--- src/rtl/mem_write_monitor_pkg.sv ---
// Shared definitions for the memory-write monitor: FSM state encoding,
// failure codes and the default run-cycle limit.
package mem_write_monitor_pkg;

    typedef enum logic [1:0] {
        ST_IDLE = 2'd0,
        ST_RUN  = 2'd1,
        ST_PASS = 2'd2,
        ST_FAIL = 2'd3
    } state_e;

    typedef enum logic [1:0] {
        FC_NONE    = 2'd0,
        FC_DATA    = 2'd1,
        FC_ADDR    = 2'd2,
        FC_TIMEOUT = 2'd3
    } fail_code_e;

    localparam int DEFAULT_TIMEOUT = 150;

endpackage : mem_write_monitor_pkg

--- src/rtl/mwm_table.sv ---
// Expected-write table: DEPTH entries of {address, data}, one synchronous
// write port and one combinational read port.
module mwm_table #(
    parameter int WIDTH = 32,
    parameter int DEPTH = 4,
    parameter int IDX_W = 2
) (
    input  logic             clk,
    input  logic             reset,
    input  logic             we_i,
    input  logic [IDX_W-1:0] wr_idx_i,
    input  logic [WIDTH-1:0] wr_addr_i,
    input  logic [WIDTH-1:0] wr_data_i,
    input  logic [IDX_W-1:0] rd_idx_i,
    output logic [WIDTH-1:0] rd_addr_o,
    output logic [WIDTH-1:0] rd_data_o
);

    typedef struct packed {
        logic [WIDTH-1:0] addr;
        logic [WIDTH-1:0] data;
    } entry_t;

    entry_t table_q [DEPTH];

    // NOTE: the table is small register storage that must read back as zero
    // after reset, so it is reset like any other flop rather than left as RAM.
    always_ff @(posedge clk or negedge reset) begin
        if (!reset) begin
            for (int i = 0; i < DEPTH; i++) begin
                table_q[i] <= '0;
            end
        end else if (we_i) begin
            table_q[wr_idx_i] <= '{addr: wr_addr_i, data: wr_data_i};
        end
    end

    assign rd_addr_o = table_q[rd_idx_i].addr;
    assign rd_data_o = table_q[rd_idx_i].data;

endmodule : mwm_table

--- src/rtl/mem_write_monitor.sv ---
// Watches a store bus for an ordered list of expected (address, data) writes
// and reports pass, mismatch, unexpected address or timeout.
module mem_write_monitor
    import mem_write_monitor_pkg::*;
#(
    parameter int WIDTH   = 32,
    parameter int DEPTH   = 4,
    parameter int TIMEOUT = DEFAULT_TIMEOUT,
    parameter bit STRICT  = 1'b0,
    localparam int IDX_W  = (DEPTH > 1) ? $clog2(DEPTH) : 1,
    localparam int CNT_W  = $clog2(DEPTH) + 1
) (
    input  logic             clk,
    input  logic             reset,
    input  logic             memwrite,
    input  logic [WIDTH-1:0] dataadr,
    input  logic [WIDTH-1:0] writedata,
    input  logic             cfg_we,
    input  logic [IDX_W-1:0] cfg_idx,
    input  logic [WIDTH-1:0] cfg_addr,
    input  logic [WIDTH-1:0] cfg_data,
    input  logic [CNT_W-1:0] exp_count,
    input  logic             start,
    output logic             busy,
    output logic             done,
    output logic             pass,
    output logic [1:0]       fail_code,
    output logic [CNT_W-1:0] match_count,
    output logic [WIDTH-1:0] fail_addr,
    output logic [WIDTH-1:0] fail_data,
    output logic [31:0]      cycle_count
);

    localparam logic [CNT_W-1:0] DEPTH_C      = CNT_W'(DEPTH);
    localparam logic [31:0]      TIMEOUT_LAST = 32'(TIMEOUT - 1);

    state_e           state_q;
    fail_code_e       fail_code_q;
    logic [CNT_W-1:0] exp_q;
    logic [CNT_W-1:0] match_count_q;
    logic [WIDTH-1:0] fail_addr_q;
    logic [WIDTH-1:0] fail_data_q;
    logic [31:0]      cycle_count_q;
    logic             busy_q;
    logic             done_q;
    logic             pass_q;

    logic [WIDTH-1:0] exp_addr;
    logic [WIDTH-1:0] exp_data;
    logic [CNT_W-1:0] exp_count_d;
    logic [CNT_W-1:0] match_count_d;
    logic             addr_eq;
    logic             data_eq;
    logic             completing;
    logic             timed_out;

    mwm_table #(
        .WIDTH (WIDTH),
        .DEPTH (DEPTH),
        .IDX_W (IDX_W)
    ) u_table (
        .clk       (clk),
        .reset     (reset),
        .we_i      (cfg_we && (state_q != ST_RUN)),
        .wr_idx_i  (cfg_idx),
        .wr_addr_i (cfg_addr),
        .wr_data_i (cfg_data),
        .rd_idx_i  (match_count_q[IDX_W-1:0]),
        .rd_addr_o (exp_addr),
        .rd_data_o (exp_data)
    );

    assign exp_count_d   = ((exp_count == '0) || (exp_count > DEPTH_C)) ? DEPTH_C : exp_count;
    assign match_count_d = match_count_q + CNT_W'(1);
    assign addr_eq       = memwrite && (dataadr == exp_addr);
    assign data_eq       = (writedata == exp_data);
    assign completing    = addr_eq && data_eq && (match_count_d == exp_q);
    assign timed_out     = (cycle_count_q == TIMEOUT_LAST);

    // NOTE: every state and output register is assigned with <= so all of
    // them update together from the values sampled before the edge.
    always_ff @(posedge clk or negedge reset) begin
        if (!reset) begin
            state_q       <= ST_IDLE;
            fail_code_q   <= FC_NONE;
            exp_q         <= '0;
            match_count_q <= '0;
            fail_addr_q   <= '0;
            fail_data_q   <= '0;
            cycle_count_q <= '0;
            busy_q        <= 1'b0;
            done_q        <= 1'b0;
            pass_q        <= 1'b0;
        end else begin
            case (state_q)
                ST_RUN: begin
                    if (cycle_count_q != '1) begin
                        cycle_count_q <= cycle_count_q + 32'd1;
                    end
                    if (addr_eq && data_eq) begin
                        match_count_q <= match_count_d;
                    end
                    if (completing) begin
                        state_q <= ST_PASS;
                        busy_q  <= 1'b0;
                        done_q  <= 1'b1;
                        pass_q  <= 1'b1;
                    end else if (addr_eq && !data_eq) begin
                        state_q     <= ST_FAIL;
                        fail_code_q <= FC_DATA;
                        fail_addr_q <= dataadr;
                        fail_data_q <= writedata;
                        busy_q      <= 1'b0;
                        done_q      <= 1'b1;
                    end else if (STRICT && memwrite && !addr_eq) begin
                        state_q     <= ST_FAIL;
                        fail_code_q <= FC_ADDR;
                        fail_addr_q <= dataadr;
                        fail_data_q <= writedata;
                        busy_q      <= 1'b0;
                        done_q      <= 1'b1;
                    end else if (timed_out) begin
                        // Capture registers were cleared at start, so they read 0 here.
                        state_q     <= ST_FAIL;
                        fail_code_q <= FC_TIMEOUT;
                        busy_q      <= 1'b0;
                        done_q      <= 1'b1;
                    end
                end
                default: begin
                    if (start) begin
                        state_q       <= ST_RUN;
                        exp_q         <= exp_count_d;
                        fail_code_q   <= FC_NONE;
                        match_count_q <= '0;
                        fail_addr_q   <= '0;
                        fail_data_q   <= '0;
                        cycle_count_q <= '0;
                        busy_q        <= 1'b1;
                        done_q        <= 1'b0;
                        pass_q        <= 1'b0;
                    end
                end
            endcase
        end
    end

    assign busy        = busy_q;
    assign done        = done_q;
    assign pass        = pass_q;
    assign fail_code   = fail_code_q;
    assign match_count = match_count_q;
    assign fail_addr   = fail_addr_q;
    assign fail_data   = fail_data_q;
    assign cycle_count = cycle_count_q;

endmodule : mem_write_monitor

--- config.mk ---
export PLATFORM = sky130hd
export DESIGN_NAME = mem_write_monitor
export DESIGN_NICKNAME = d
export VERILOG_FILES = /design/src/rtl/mem_write_monitor_pkg.sv /design/src/rtl/mwm_table.sv /design/src/rtl/mem_write_monitor.sv
export SDC_FILE = /design/constraint.sdc
export NUM_CORES = 1
export LEC_CHECK = 0
export CORE_UTILIZATION = 59
export DETAILED_ROUTE_END_ITERATION = 8
export PLACE_DENSITY = 0.82
export SYNTH_ARGS = -nofsm -noshare
export SYNTH_HDL_FRONTEND = slang
export SYNTH_SLANG_ARGS = --single-unit
--- constraint.sdc ---
create_clock -name clk -period 8.3 [get_ports clk]
set_clock_uncertainty 0.1 [all_clocks]
set_input_delay 1.245 -clock clk [delete_from_list [all_inputs] [get_ports clk]]
set_output_delay 1.245 -clock clk [all_outputs]
set_load 0.02 [all_outputs]
==> impl_metrics.py, run 1 <==
metrics = {
    "critical_path": {
        "cpMostUsedCell": "buf_4",
        "required_ns": 8.61,
        "path_class": "register to register",
        "crit_path_end_kind": "register",
        "crit_arrival_ns": 4.79,
        "cpLargestDelayFamily": "simple AND/OR/NAND/NOR gates",
        "timing.critical_path.buf_inv": 2,
        "slowest_stage": "dfrtp_4",
        "r2r_cells": 10,
        "cp_cell_sequence": "buf_4 -> mux4_2 -> xnor2_1 -> nand4_1 -> nor2_1 -> and4_1 -> nor3_4 -> buf_4 -> or3_1 -> a22o_1",
        "critPathLaunchType": "register",
        "cpPeakStageDelay_ns": 0.87,
        "crit_fanout": 71,
        "path_depth": 10,
    },
    "synthesis": {
        "synth_cells": 1270,
        "post-synth-top-count-cell": "dfrtp_1",
        "synth_xor_area_share_pct": 4.26,
        "synth_top_family_by_area": "multiplexers",
        "synth_area_per_cell_sq_um": 13.1,
        "synth_simple_gate_area_share_pct": 8.32,
        "yosysUniqueCellTypes": 57,
        "synth_fa_ha_area_share_pct": 0.300,
        "ys_async_sr_fraction_pct": 100,
        "synth_ff_type": "dfrtp_1",
        "yosys_warnings": 0,
        "synth_area_leaders": "dfrtp_1, mux2_2, mux4_2",
        "synth_edf_count": 0,
        "synth_mux_area_share_pct": 26.1,
        "syn-num-nets": 1412,
        "synth-seq-area-share_pct": 54.7,
        "synth_compound_area_share_pct": 4.12,
        "postSynthRegisterBits": 364,
        "synth_commonest_cells": "dfrtp_1, mux2_2, nand2_1",
        "yosysTopAreaCellShare_pct": 54.7,
        "syn_area_sq_mm": 0.0167,
        "synth.largest_area_cell": "dfrtp_1",
    },
    "routing": {
        "firstDrtPassIters": 7,
        "vias_per_cell": 5.97,
        "wl_um": 41100,
        "remaining_drc_errors": 0,
        "wl_per_cell_um": 21.6,
        "antenna_left": 0,
        "dr_total_vias": 11300,
        "drt_iter0_drc": 820,
    },
    "hold_path": {
        "hp-class": "register to register",
        "min_path_cells": 2,
    },
    "global_routing": {
        "grt_use_total_pct": 29.1,
        "grt_pass1_vias": 11400,
        "grt_pass1_wl_um": 64300,
        "overflow": 0,
        "grt_max_degree": 185,
        "antenna_found_initial": 4,
    },
    "layout": {
        "final_area_sq_mm": 0.0206,
        "area_growth_pct": 23.9,
        "drive_gt1_share_pct": 26.4,
        "layout.nets": 1635,
    },
    "placed_design": {
        "dp_slack_ns": 3.76,
        "portBuffers": 241,
        "placed_cell_area_sq_mm": 0.0193,
        "hpwlAfterDp_um": 27100,
        "gp_congestion": 0.893,
    },
    "pwr": {
        "power_density_mw_per_mm2": 282,
        "p_comb_share_pct": 23.6,
        "p_seq_share_pct": 46.1,
        "power.leakage_uw": 0.00875,
        "clock_power_share_pct": 30.3,
        "p_int_uw": 4260,
        "peakVddDrop_v": 0.000217,
        "p_sw_uw": 1550,
        "power.total_uw": 5810,
        "swShare_pct": 26.7,
    },
    "clock_tree": {
        "ctsResizeCount": 0,
        "cts_buffer_depth": 3,
        "tritoncts_num_sinks": 364,
        "cts_tree": "done",
        "cts_buffers": 38,
        "postCtsHoldBufs": 0,
        "postCtsSetupBuffers": 0,
        "clk_pin_slew_ns": 0.06,
        "cts_root_buf": "clkbuf_16",
        "clkLatencyLatePin_ns": 0.52,
        "htree_levels": 2,
    },
    "sta": {
        "maxSlewViolCount": 0,
        "fin_crit_ns": 4.48,
        "fmax_mhz": 223,
        "tightestPinTransition_ns": 1.08,
        "fin_ws_ns": 3.82,
        "rsz0062_at_grt": "no",
        "max_slew_margin_pct": 28.3,
        "finalCritPeriodShare_pct": 54.0,
        "tns_ns": 0,
        "finalSetupViolCount": 0,
        "hold_viol_final": 0,
    },
    "run_status": {
        "status": "finished, final reports clean",
    },
    "die": {
        "fp-row-count": 61,
        "core-area_sq_mm": 0.0278,
        "dieHeight_um": 170,
        "die-area_sq_mm": 0.0289,
        "die_x_um": 170,
        "start_util_pct": 60.0,
        "io_pins": 242,
    },
    "run": {
        "cap_viol_max_count": 0,
    },
}
-- metal layers --
layer / share of wire [%] / track usage (%) / vias up
li1: - / - / 5013
met1: 43 / 39.9 / 5879
met2: 49 / 47.7 / 378
met4: 2.6 / 9.09 / 4
met3: 5.8 / 5.02 / 68
met5: 0.056 / 0 / -
-- cell usage in the layout (no fill, tap or decap), types with 3 or more instances in the layout --
master,synthesis,routed
mux2i_1,21,21
dfrtp_1,364,362
xor2_1,15,15
inv_1,9,9
buf_4,4,10
nor4_1,5,5
a21oi_1,6,6
and4_1,5,5
clkbuf_16,0,41
a211oi_1,3,3
clkinv_2,0,10
and3_1,10,10
clkdlybuf4s50_1,0,240
nand3_1,29,29
xnor2_1,66,66
nand2_1,164,162
o211ai_1,4,4
mux4_2,55,55
nor3_1,8,7
clkbuf_1,43,6
and2_1,3,3
nand4_1,21,21
bufinv_16,0,4
clkbuf_8,0,5
mux2_2,258,258
nand2b_1,4,4
o21ai_0,84,84
nor2_1,23,23
ha_1,4,4
or3_1,4,4
o21a_1,3,3
-- worst paths after layout --
path | from | endpoint | slack, ns
max | match_count[0] | state_q[0] | 3.82
min | exp_q[0] | exp_q[0] | 0.39
max reg2reg | match_count[0] | state_q[0] | 3.82
min reg2reg | exp_q[0] | exp_q[0] | 0.39
max in group asynchronous | reset | u_table.table_q[72] | 5.92
min in group asynchronous | reset | fail_data[9] | 0.67
-- worst reg2reg max path: stages (launching register included) --
cell	delay, ns
dfrtp_4	0.87
buf_4	0.67
mux4_2	0.62
xnor2_1	0.44
nand4_1	0.17
nor2_1	0.21
and4_1	0.33
nor3_4	0.07
buf_4	0.31
or3_1	0.40
a22o_1	0.18
-- flip-flops by register name, summed over array words and instances (netlist names) --
register	count
exp_q	3
busy	1
u_table.table_q	256
fail_addr	32
state_q	1
match_count	3
cycle_count	32
fail_data	32
fail_code	2
pass	1
done	1
-- power by group through the flow --
stage	registers, uW	clock network [uW]	logic (uW)
2_1_floorplan	2620	0	974
3_3_place_gp	2660	0	1310
3_5_place_dp	2700	0	1360
4_1_cts	2670	1780	1380
5_1_grt	2750	1860	1480
6_report	2680	1760	1370
-- kinds of logic after synthesis --
group | Yosys count
flip-flops | 364
multiplexers | 334
AND/OR/NAND/NOR | 293
AO/OA/AOI/OAI | 116
XOR/XNOR | 81
buffers and inverters | 78
adder cells (fa/ha/maj) | 4
-- per-stage QoR --
step,hold WS (ns),utilization (%),instances
3_3_place_gp,0.375,69.6,1831
5_1_grt,0.410,74.3,1901
3_5_place_dp,0.380,69.6,1831
2_1_floorplan,0.360,-,1270
6_report,0.395,74.3,1901
4_1_cts,0.395,74.3,1899
-- final cells by class --
class / count / area (sq um)
clock inverter: 16 / 186
antenna: 2 / 5.00
inverter: 9 / 33.8
fill: 1811 / 7140
sequential: 364 / 9120
multi-input combinational: 828 / 7200
timing repair buffer: 252 / 2510
tap: 378 / 473
clock buffer: 52 / 1120
(Power assumes the default switching activity.)
==> run 2: changes to the inputs <==
--- a/config.mk
+++ b/config.mk
@@ -5,9 +5,9 @@
 export SDC_FILE = /design/constraint.sdc
 export NUM_CORES = 1
 export LEC_CHECK = 0
-export CORE_UTILIZATION = 59
+export CORE_UTILIZATION = 55
 export DETAILED_ROUTE_END_ITERATION = 8
-export PLACE_DENSITY = 0.82
+export PLACE_DENSITY = 0.77
 export SYNTH_ARGS = -nofsm -noshare
 export SYNTH_HDL_FRONTEND = slang
 export SYNTH_SLANG_ARGS = --single-unit
==> constraint.sdc (replaced) <==
create_clock -name clk -period 4.4 [get_ports clk]
set_clock_uncertainty 0.1 [all_clocks]
set_input_delay 0.66 -clock clk [delete_from_list [all_inputs] [get_ports clk]]
set_output_delay 0.66 -clock clk [all_outputs]
set_load 0.02 [all_outputs]
==> run 2 against run 1 <==
Non-clock buffer count rose by 6. Flip-flop and latch count did not move. Worst setup slack got worse by 3.3 ns. Register-to-register slack got worse by 3.3 ns. Critical path depth fell by 1. Core utilization fell by 4.3 points. Sequential power rose by 89%. Combinational power rose by 90%. Highest routed layer is now met4. Final area rose by 0.82%. Wire length rose by 1.0%. Cell count rose by 1.2%. Sequential share of layout area fell by 0.36 points.
==> impl_metrics.py, run 2 (same netlist as run 1, synthesis figures left out) <==
metrics = {
    "sta": {
        "worst_hold_slack_ns": 0.0748,
        "rsz0062_at_grt": "no",
        "hold_viol_final": 0,
        "tns_ns": 0,
        "fin_ws_ns": 0.569,
        "finalSetupViolCount": 0,
        "finalCritPeriodShare_pct": 87.1,
        "fmax_mhz": 261,
        "fin_crit_ns": 3.83,
        "max_slew_margin_pct": 27.1,
        "tightestPinTransition_ns": 1.09,
        "maxSlewViolCount": 0,
    },
    "placed_design": {
        "hpwlAfterDp_um": 27700,
        "dp_slack_ns": 0.585,
        "gp_congestion": 0.844,
        "portBuffers": 241,
    },
    "layout": {
        "area_growth_pct": 24.9,
        "top_register": "u_table.table_q",
        "layout_common_cells": "dfrtp_1, mux2_2, clkdlybuf4s50_1",
        "largest_register_ff_count": 256,
        "drive_gt1_share_pct": 26.6,
        "layout.nets": 1642,
        "final_common_cell": "dfrtp_1",
    },
    "hold_path": {
        "hp-class": "input port to asynchronous set/reset pin",
    },
    "critical_path": {
        "slowest_stage": "dfrtp_4",
        "cpPeakStageDelay_ns": 0.75,
        "cpLargestDelayFamily": "simple AND/OR/NAND/NOR gates",
        "timing.critical_path.buf_inv": 1,
        "cp_cell_sequence": "buf_4 -> mux4_2 -> xnor2_1 -> nand4_1 -> nor4_2 -> nand4_1 -> nor3_2 -> nor2_1 -> mux2_2",
        "cpMostUsedCell": "nand4_1",
        "crit_arrival_ns": 4.14,
        "crit_path_end_kind": "register",
        "critPathLaunchType": "register",
        "required_ns": 4.71,
        "crit_fanout": 26,
        "path_class": "register to register",
    },
    "routing": {
        "remaining_drc_errors": 0,
        "met3_length_um": 2450,
        "antenna_left": 0,
        "drt_iter0_drc": 627,
        "dr_total_vias": 11200,
        "highest_layer": "met4",
        "firstDrtPassIters": 6,
        "wl_per_cell_um": 21.6,
        "wl_met1_um": 17700,
        "route.met2.wl_um": 20300,
        "vias_per_cell": 5.80,
        "wl_um": 41500,
    },
    "clock_tree": {
        "htree_levels": 2,
        "cts_tree": "done",
        "postCtsSetupBuffers": 0,
        "cts_buffers": 39,
        "cts_buffer_depth": 3,
        "postCtsHoldBufs": 0,
        "clk_pin_slew_ns": 0.06,
        "cts_root_buf": "clkbuf_16",
        "clkLatencyLatePin_ns": 0.53,
        "tritoncts_num_sinks": 364,
        "ctsResizeCount": 0,
    },
    "die": {
        "die_x_um": 176,
        "io_pins": 242,
        "core-area_sq_mm": 0.0297,
        "start_util_pct": 56.1,
        "dieHeight_um": 176,
        "fp-row-count": 63,
        "die-area_sq_mm": 0.0310,
    },
    "pwr": {
        "peakVddDrop_v": 0.000288,
        "power.leakage_uw": 0.00882,
        "power_density_mw_per_mm2": 529,
    },
    "run": {
        "cap_viol_max_count": 0,
    },
    "global_routing": {
        "antenna_found_initial": 6,
        "grt_use_total_pct": 27.5,
        "grt_max_degree": 126,
        "overflow": 0,
        "grt_pass1_vias": 11600,
        "grt_pass1_wl_um": 65700,
    },
    "run_status": {
        "status": "finished, final reports clean",
    },
}
[run 2: cell count changes in the layout (fill, tap and decap cells not counted)]
cell | before | now
diode_2 | 2 | 7
clkbuf_8 | 5 | 9
buf_4 | 10 | 9
bufinv_16 | 4 | 3
clkbuf_1 | 6 | 8
nand2_2 | 1 | 0
inv_6 | 1 | 0
nand2_4 | 1 | 2
clkinv_2 | 10 | 6
buf_12 | 1 | 8
[run 2: path summary, 6_finish.rpt]
check                               start                    to  slack, ns  cells after the start
setup / recovery           match_count[0]        match_count[0]       0.57                      9
hold / removal                      reset  u_table.table_q[138]       0.07                      1
setup reg to reg           match_count[0]        match_count[0]       0.57                      9
hold reg to reg                      pass                  pass       0.39                      2
max in group asynchronous           reset  u_table.table_q[208]       3.13                      2
min in group clk                     pass                  pass       0.39                      2
[run 2: metrics by stage]
stage / util (%) / total power, uW / instances / instance area (sq um)
3_5_place_dp: 65.6 / 7710 / 1849 / 19500
5_1_grt: 70.0 / 11600 / 1920 / 20800
4_1_cts: 70.0 / 11100 / 1917 / 20800
6_report: 70.0 / 11000 / 1924 / 20800
2_1_floorplan: - / 6780 / 1270 / 16700
3_3_place_gp: 65.6 / 7520 / 1849 / 19500
[run 2: layout make-up]
class                   count  area (sq um)
clock buffers              58          1180
well taps                 390           488
repair buffers            258          2650
inverters                   9          33.8
clock inverters            10           128
multi-input cells         828          7210
flip-flops and latches    364          9120
fillers                  2055          8900
diodes                      7          17.5
[run 2: routing by layer]
layer,global-route usage [%],up-vias
li1,-,5028
met1,37.7,5728
met2,44.4,330
met3,5.56,75
met4,8.59,0
met5,0,-
[run 2: where the power goes]
| part | leakage, uW | switching, uW | total (uW) | internal [uW] |
|---|---|---|---|---|
| clock | 0.000645 | 1310 | 3340 | 2030 |
| combinational | 0.00344 | 1030 | 2600 | 1580 |
| sequential | 0.00474 | 606 | 5060 | 4450 |
| total | 0.00882 | 2940 | 11000 | 8060 |
[run 2: worst register-to-register path: cells and delay by family, from the launching register on]
kind          cells  cell delay [ns]
simple gates      5             1.33
flops             1             0.75
mux               2             0.87
buf+inv           1             0.43
xor+xnor          1             0.24
